[config.mk]
export PLATFORM = sky130hd
export DESIGN_NAME = key_press_classifier
export DESIGN_NICKNAME = d
export VERILOG_FILES = /design/src/rtl/key_press_classifier.sv
export SDC_FILE = /design/constraint.sdc
export NUM_CORES = 1
export LEC_CHECK = 0
export CORE_ASPECT_RATIO = 1.5
export CORE_MARGIN = 5
export CORE_UTILIZATION = 55
export DETAILED_ROUTE_END_ITERATION = 10
export PLACE_DENSITY = 0.75
export SLEW_MARGIN = 20
export SYNTH_ARGS = -nofsm -noshare
export SYNTH_HDL_FRONTEND = slang
export SYNTH_SLANG_ARGS = --single-unit
[constraint.sdc]
create_clock -name clock -period 4.4 [get_ports clock]
set_clock_uncertainty 0.1 [all_clocks]
set_input_delay 1.1 -clock clock [delete_from_list [all_inputs] [get_ports clock]]
set_output_delay 1.1 -clock clock [all_outputs]
set_load 0.05 [all_outputs]
[src/rtl/key_press_classifier.sv]
// Push-button front end: synchronises and debounces an active-low key and
// classifies each press into short, long and auto-repeat single-cycle events.
module key_press_classifier #(
  parameter int DEBOUNCE_TICKS = 2,
  parameter int LONG_TICKS     = 100,
  parameter int REPEAT_TICKS   = 20,
  parameter int CNT_W          = 8
) (
  input  logic clock,
  input  logic reset,
  input  logic tick,
  input  logic key_in,
  output logic key_level,
  output logic short_pulse,
  output logic long_pulse,
  output logic repeat_pulse,
  output logic busy
);

  typedef enum logic [1:0] {
    IDLE,
    PRESSED,
    LONG_HELD
  } state_t;

  localparam logic [3:0]       DB_LAST   = 4'(DEBOUNCE_TICKS - 1);
  localparam logic [CNT_W-1:0] HOLD_LAST = CNT_W'(LONG_TICKS - 1);
  localparam logic [CNT_W-1:0] REP_LAST  = CNT_W'(REPEAT_TICKS - 1);

  logic             r_sync1;
  logic             r_sync2;
  logic [3:0]       r_db_cnt;
  logic             r_level;
  state_t           r_state;
  logic [CNT_W-1:0] r_hold_cnt;
  logic [CNT_W-1:0] r_rep_cnt;
  logic             r_short;
  logic             r_long;
  logic             r_repeat;

  logic w_sample_pressed;
  logic w_differs;
  logic w_db_done;
  logic w_press;
  logic w_release;

  // NOTE: the synchroniser resets to 1 so a key held through reset is seen as
  // a fresh press that must debounce, rather than being accepted instantly.
  always_ff @(posedge clock or negedge reset) begin
    if (!reset) begin
      r_sync1 <= 1'b1;
      r_sync2 <= 1'b1;
    end else begin
      r_sync1 <= key_in;
      r_sync2 <= r_sync1;
    end
  end

  assign w_sample_pressed = ~r_sync2;
  assign w_differs        = w_sample_pressed != r_level;
  assign w_db_done        = tick && w_differs && (r_db_cnt == DB_LAST);
  assign w_press          = w_db_done && !r_level;
  assign w_release        = w_db_done && r_level;

  always_ff @(posedge clock or negedge reset) begin
    if (!reset) begin
      r_db_cnt <= '0;
      r_level  <= 1'b0;
    end else if (tick) begin
      if (!w_differs) begin
        r_db_cnt <= '0;
      end else if (w_db_done) begin
        r_db_cnt <= '0;
        r_level  <= ~r_level;
      end else begin
        r_db_cnt <= r_db_cnt + 4'd1;
      end
    end
  end

  // The FSM reacts to the debounce decision in the same tick cycle, so a
  // release landing on a threshold tick can pre-empt the threshold event.
  always_ff @(posedge clock or negedge reset) begin
    if (!reset) begin
      r_state    <= IDLE;
      r_hold_cnt <= '0;
      r_rep_cnt  <= '0;
      r_short    <= 1'b0;
      r_long     <= 1'b0;
      r_repeat   <= 1'b0;
    end else begin
      // NOTE: pulses default low every cycle, which keeps them one clock wide.
      r_short  <= 1'b0;
      r_long   <= 1'b0;
      r_repeat <= 1'b0;
      case (r_state)
        IDLE: begin
          if (w_press) begin
            r_state    <= PRESSED;
            r_hold_cnt <= '0;
          end
        end
        PRESSED: begin
          if (w_release) begin
            r_short <= 1'b1;
            r_state <= IDLE;
          end else if (tick) begin
            if (r_hold_cnt == HOLD_LAST) begin
              r_long    <= 1'b1;
              r_state   <= LONG_HELD;
              r_rep_cnt <= '0;
            end else begin
              r_hold_cnt <= r_hold_cnt + 1'b1;
            end
          end
        end
        LONG_HELD: begin
          if (w_release) begin
            r_state <= IDLE;
          end else if (tick) begin
            if (r_rep_cnt == REP_LAST) begin
              r_repeat  <= 1'b1;
              r_rep_cnt <= '0;
            end else begin
              r_rep_cnt <= r_rep_cnt + 1'b1;
            end
          end
        end
        default: r_state <= IDLE;
      endcase
    end
  end

  assign key_level    = r_level;
  assign short_pulse  = r_short;
  assign long_pulse   = r_long;
  assign repeat_pulse = r_repeat;
  assign busy         = (r_state != IDLE);

endmodule

-- Word-level counts from Yosys, hierarchy flattened
Cells that the tools add are included.
- register bits after elaboration: 28
- input bits: 4
- output and inout bits: 5
- word-level logic and storage cells: 74
- add/sub/neg operators: 3
- equality and inequality tests: 16
- mux-type cells: 30
- bitwise operators: 2
- reductions and logical operators: 13
- operator list (cell ; count):
    $mux W8 ; 10
    $pmux W8 S2 ; 2
    $add A8 B1 Y8 const B ; 2
    $ne A2 B2 Y1 const B ; 8
    $mux W1 ; 10
    $mux W2 ; 5
    $eq A8 B5 Y1 const B ; 1
    $eq A8 B7 Y1 const B ; 1
    $mux W4 ; 2
    $ne A3 B3 Y1 const B ; 2
    $pmux W2 S3 ; 1
    $reduce_and A6 Y1 ; 1
    $reduce_bool A2 Y1 ; 3
    $reduce_and A5 Y1 ; 1
    $add A4 B1 Y4 const B ; 1
    $eq A4 B1 Y1 const B ; 1
    $logic_and A1 B1 Y1 ; 4
    $reduce_and A4 Y1 ; 1
    $reduce_and A3 Y1 ; 1
    $eq A2 B1 Y1 const B ; 1
    $eq A2 B2 Y1 const B ; 1
    $logic_not A2 Y1 ; 1
    $not A1 Y1 ; 2
    $logic_not A1 Y1 ; 1
    $ne A1 B1 Y1 ; 1

-- Depth between registers and ports, before layout
- depth after elaboration: 7
- gate-level depth with buffers: 7
- gate-level depth less buffers: 6

-- Worst setup path after synthesis
Ideal clock, no wire load.
- path type: input port to flip-flop
- start point: input port tick
- end point: register r_rep_cnt[3]
- library setup time: 121 ps
- arrival time: 2124 ps
- required time: 4179 ps
- setup slack: 2055 ps
- cell stages on the path: 6
- path buffers: 2
- cell sequence: buf_4 -> inv_1 -> a21o_1 -> buf_2 -> a211o_1 -> a22o_1
- cells in the longest elaborated chain, start to end: 5
- elaborated cells on any way between the ends: 8
- those cells by class: eq/ne (4); reduce/logical (4)
- RTL lines (element ; line ; RTL):
    from (decl) ; 11 ; input logic tick,
    $logic_and A1 B1 Y1 (2 in a row) ; 61 ; assign w_db_done = tick && w_differs && (r_db_cnt == DB_LAST);
    $logic_and A1 B1 Y1 ; 63 ; assign w_release = w_db_done && r_level;
    $ne A2 B2 Y1 (no source line) ; - ;
    $reduce_and A6 Y1 (no source line) (*) ; - ;
    to (signal assigned) ; 125 ; r_rep_cnt <= r_rep_cnt + 1'b1;
    to (decl) ; 36 ; logic [CNT_W-1:0] r_rep_cnt;
Every way passes the cells marked *; elsewhere a longest branch is shown, timed or not.
A chain may end at the register's enable or synchronous reset.

-- Final worst setup path
- start point: register r_state[1]
- end point: output port busy
- cells in the longest elaborated chain, start to end: 1
- RTL lines (element ; line ; RTL):
    from (decl) ; 34 ; state_t r_state;
    from (signal assigned) ; 85 ; r_state <= IDLE;
    from (signal assigned) ; 99 ; r_state <= PRESSED;
    from (signal assigned) ; 106 ; r_state <= IDLE;
    $reduce_bool A2 Y1 ; 138 ; assign busy = (r_state != IDLE);
    to (decl) ; 17 ; output logic busy
Every way passes these cells.

==> impl_metrics.json <==
{
  "htree_levels": 1,
  "cts.clk_slew.worst_paths_ps": 90,
  "final_util_pct": 63.4,
  "final_nets": 169,
  "grt_max_degree": 29,
  "ios": 9,
  "crit_buf_inv": 1,
  "drt_iter0_markers": 45,
  "maxSlewViolCount": 0,
  "core_um2": 2680,
  "slew_headroom_pct": 65.8,
  "grt_pass1_vias": 1255,
  "seq_area_frac_synth_pct": 46.1,
  "syn2layout_area_growth_pct": 11.3,
  "postCtsSetupRepairBufs": 0,
  "grt_setup_unrepaired": "false",
  "syn-cell-area_um2": 1520,
  "cp_top_family": "buffers and inverters",
  "synth_fp_nets": 158,
  "synth-edff-count": 0,
  "worstMarginPinSlew_ps": 512,
  "firstDrtPassIters": 4,
  "peakVddDrop_mv": 0.248,
  "die_h_um": 74.5,
  "ys_warn_count": 0,
  "crit_fanout": 7,
  "dieArea_um2": 3950,
  "antenna_found_initial": 0,
  "setup_violations": 0,
  "multi_input_area_um2": 774,
  "vias_per_cell": 6.08,
  "wl_mm": 3.03,
  "drc": 0,
  "grt_pass1_wl_mm": 5.31,
  "final_cells": 197,
  "ys_ff_latch": 28,
  "ctsLongestPathBuffers": 2,
  "die_w_um": 53.0,
  "clock_sinks": 28,
  "final_common_cell": "dfrtp_1",
  "cp.arrival_ps": 1730,
  "port-buffer-count": 8,
  "gr-total-overflow": 0,
  "required_ps": 3200,
  "fill_cells": 238,
  "slowest_delay_ps": 700,
  "cts_tree": "done",
  "async_flop_share_pct": 100,
  "cts_buffers": 3,
  "wl_per_cell_um": 15.4,
  "gp_congestion": 0.804,
  "end_kind": "output pin",
  "cts_hold_buffers": 0,
  "vias": 1198,
  "fin_crit_sh_pct": 66.6,
  "p_leak_uw": 0.000716,
  "worstSetupStartpointType": "flop",
  "period_minus_slack_ps": 2930,
  "drive_gt1_share_pct": 10.6,
  "critPathKind": "flop to output pin",
  "row_count": 23,
  "setup-tns-final_ps": 0,
  "dp_hpwl_mm": 2.24,
  "cts_resized": 0,
  "powerDensity_nw_per_um2": 459,
  "synth-main-ff-cell": "dfrtp_1",
  "fmax_mhz": 341,
  "clk_latency_ps": 270,
  "status": "complete, no violations",
  "initial_core_util_pct": 56.9,
  "maxCapViolations": 0,
  "final_cell_mix": "dfrtp_1 (26), nand3_1 (12), nor2_1 (9)",
  "synthCells": 150,
  "seq_area_um2": 703,
  "syn_avg_cell_area_um2": 10.2,
  "hold_viol_final": 0,
  "root_buffer": "clkbuf_8",
  "gr-usage-all-layers_pct": 17.6,
  "ys_types": 47,
  "ant_nets": 0,
  "hold_class": "flop to flop",
  "antenna_cells": 0,
  "slowest_stage": "clkdlybuf4s50_1",
  "place_inst": 193,
  "path_cells": "or2_2 > clkdlybuf4s50_1"
}
-- kinds of logic after synthesis --
logic type | after synthesis | share of synthesized area [%]
simple gates | 58 | 22.3
compound gates | 45 | 22.7
flops | 28 | 46.1
buf+inv | 11 | 3.04
fa+ha+maj | 4 | 3.28
mux | 3 | 1.97
xor+xnor | 1 | 0.575
-- sequential cells by signal, summed over array words and instances, names as in the netlist, 2 cells and up --
name and count:
r_rep_cnt 8, r_db_cnt 4, r_hold_cnt 8, r_state 2
-- path summary, 6_finish.rpt --
kind | start | endpoint | slack (ps) | cells past startpoint
max in group asynchronous | reset | r_sync2$_DFF_PN1_ | 2800 | 2
min | r_sync1$_DFF_PN1_ | r_sync2$_DFF_PN1_ | 260 | 0
max reg2reg | r_db_cnt[1]$_DFFE_PN0P_ | r_rep_cnt[5]$_DFFE_PN0P_ | 2380 | 6
min in group asynchronous | reset | r_db_cnt[1]$_DFFE_PN0P_ | 1100 | 2
max | r_state[1]$_DFFE_PN0P_ | busy | 1470 | 2
min reg2reg | r_sync1$_DFF_PN1_ | r_sync2$_DFF_PN1_ | 260 | 0
-- worst reg2reg max path: cells and delay by family, from the launching register on --
family / cells / cell delay (ps)
AO/OA/AOI/OAI: 2 / 650
adder cells (fa/ha/maj): 1 / 170
AND/OR/NAND/NOR: 2 / 510
flip-flops: 1 / 410
buffers and inverters: 1 / 80
-- synth_stat cells, types with 2 or more instances --
cell type | number | share of area (%)
inv_1 | 8 | 2.0
o22ai_1 | 3 | 1.2
nor2b_1 | 4 | 1.6
dfstp_2 | 2 | 3.4
nand2_1 | 6 | 1.5
nand4_1 | 3 | 1.2
and3_1 | 4 | 1.6
o21a_1 | 2 | 0.98
a21o_1 | 2 | 0.98
o211ai_1 | 3 | 1.5
a21oi_1 | 5 | 1.6
nor3_1 | 3 | 0.98
a211o_1 | 4 | 2.3
mux2i_1 | 3 | 2.0
nand3_1 | 12 | 3.9
and2_1 | 2 | 0.82
o2bb2ai_1 | 2 | 1.1
nor3b_1 | 2 | 0.98
o31ai_1 | 2 | 0.98
a22o_1 | 4 | 2.3
nor2_1 | 9 | 2.2
nand2b_1 | 5 | 2.1
dfrtp_1 | 26 | 43
ha_1 | 4 | 3.3
a31oi_1 | 3 | 1.2
o21ai_0 | 6 | 2.0
-- final cells by class --
cell class              instances  area share, %
clock buffers                   4           3.24
inverters                       8           1.77
multi-input cells             111           45.6
flip-flops and latches         28           41.4
well taps                      37           2.73
repair buffers                  9           5.16
-- per-stage QoR --
| step | cell area [um^2] | hold WS (ps) | total power, uW | worst slack [ps] |
|---|---|---|---|---|
| 2_1_floorplan | 1520 | 245 | 552 | 2050 |
| 3_3_place_gp | 1640 | 247 | 616 | 1480 |
| 3_5_place_dp | 1640 | 253 | 625 | 1400 |
| 4_1_cts | 1700 | 267 | 786 | 1450 |
| 5_1_grt | 1700 | 270 | 827 | 1420 |
| 6_report | 1700 | 264 | 778 | 1470 |
-- metal layers --
layer	routed length (um)	GRT usage (%)
met5	0	0
met4	29	5.11
met3	24	1.80
met2	1730	35.4
met1	1240	18.6
-- power by group --
group | leakage, uW | total (uW) | switching [uW] | internal [uW]
registers | 0.000370 | 349 | 47.9 | 301
logic | 0.000317 | 270 | 161 | 109
clock network | 0.0000288 | 159 | 79.3 | 80.2
total | 0.000716 | 778 | 288 | 490
Note: power is estimated with default switching activity, not from simulation.
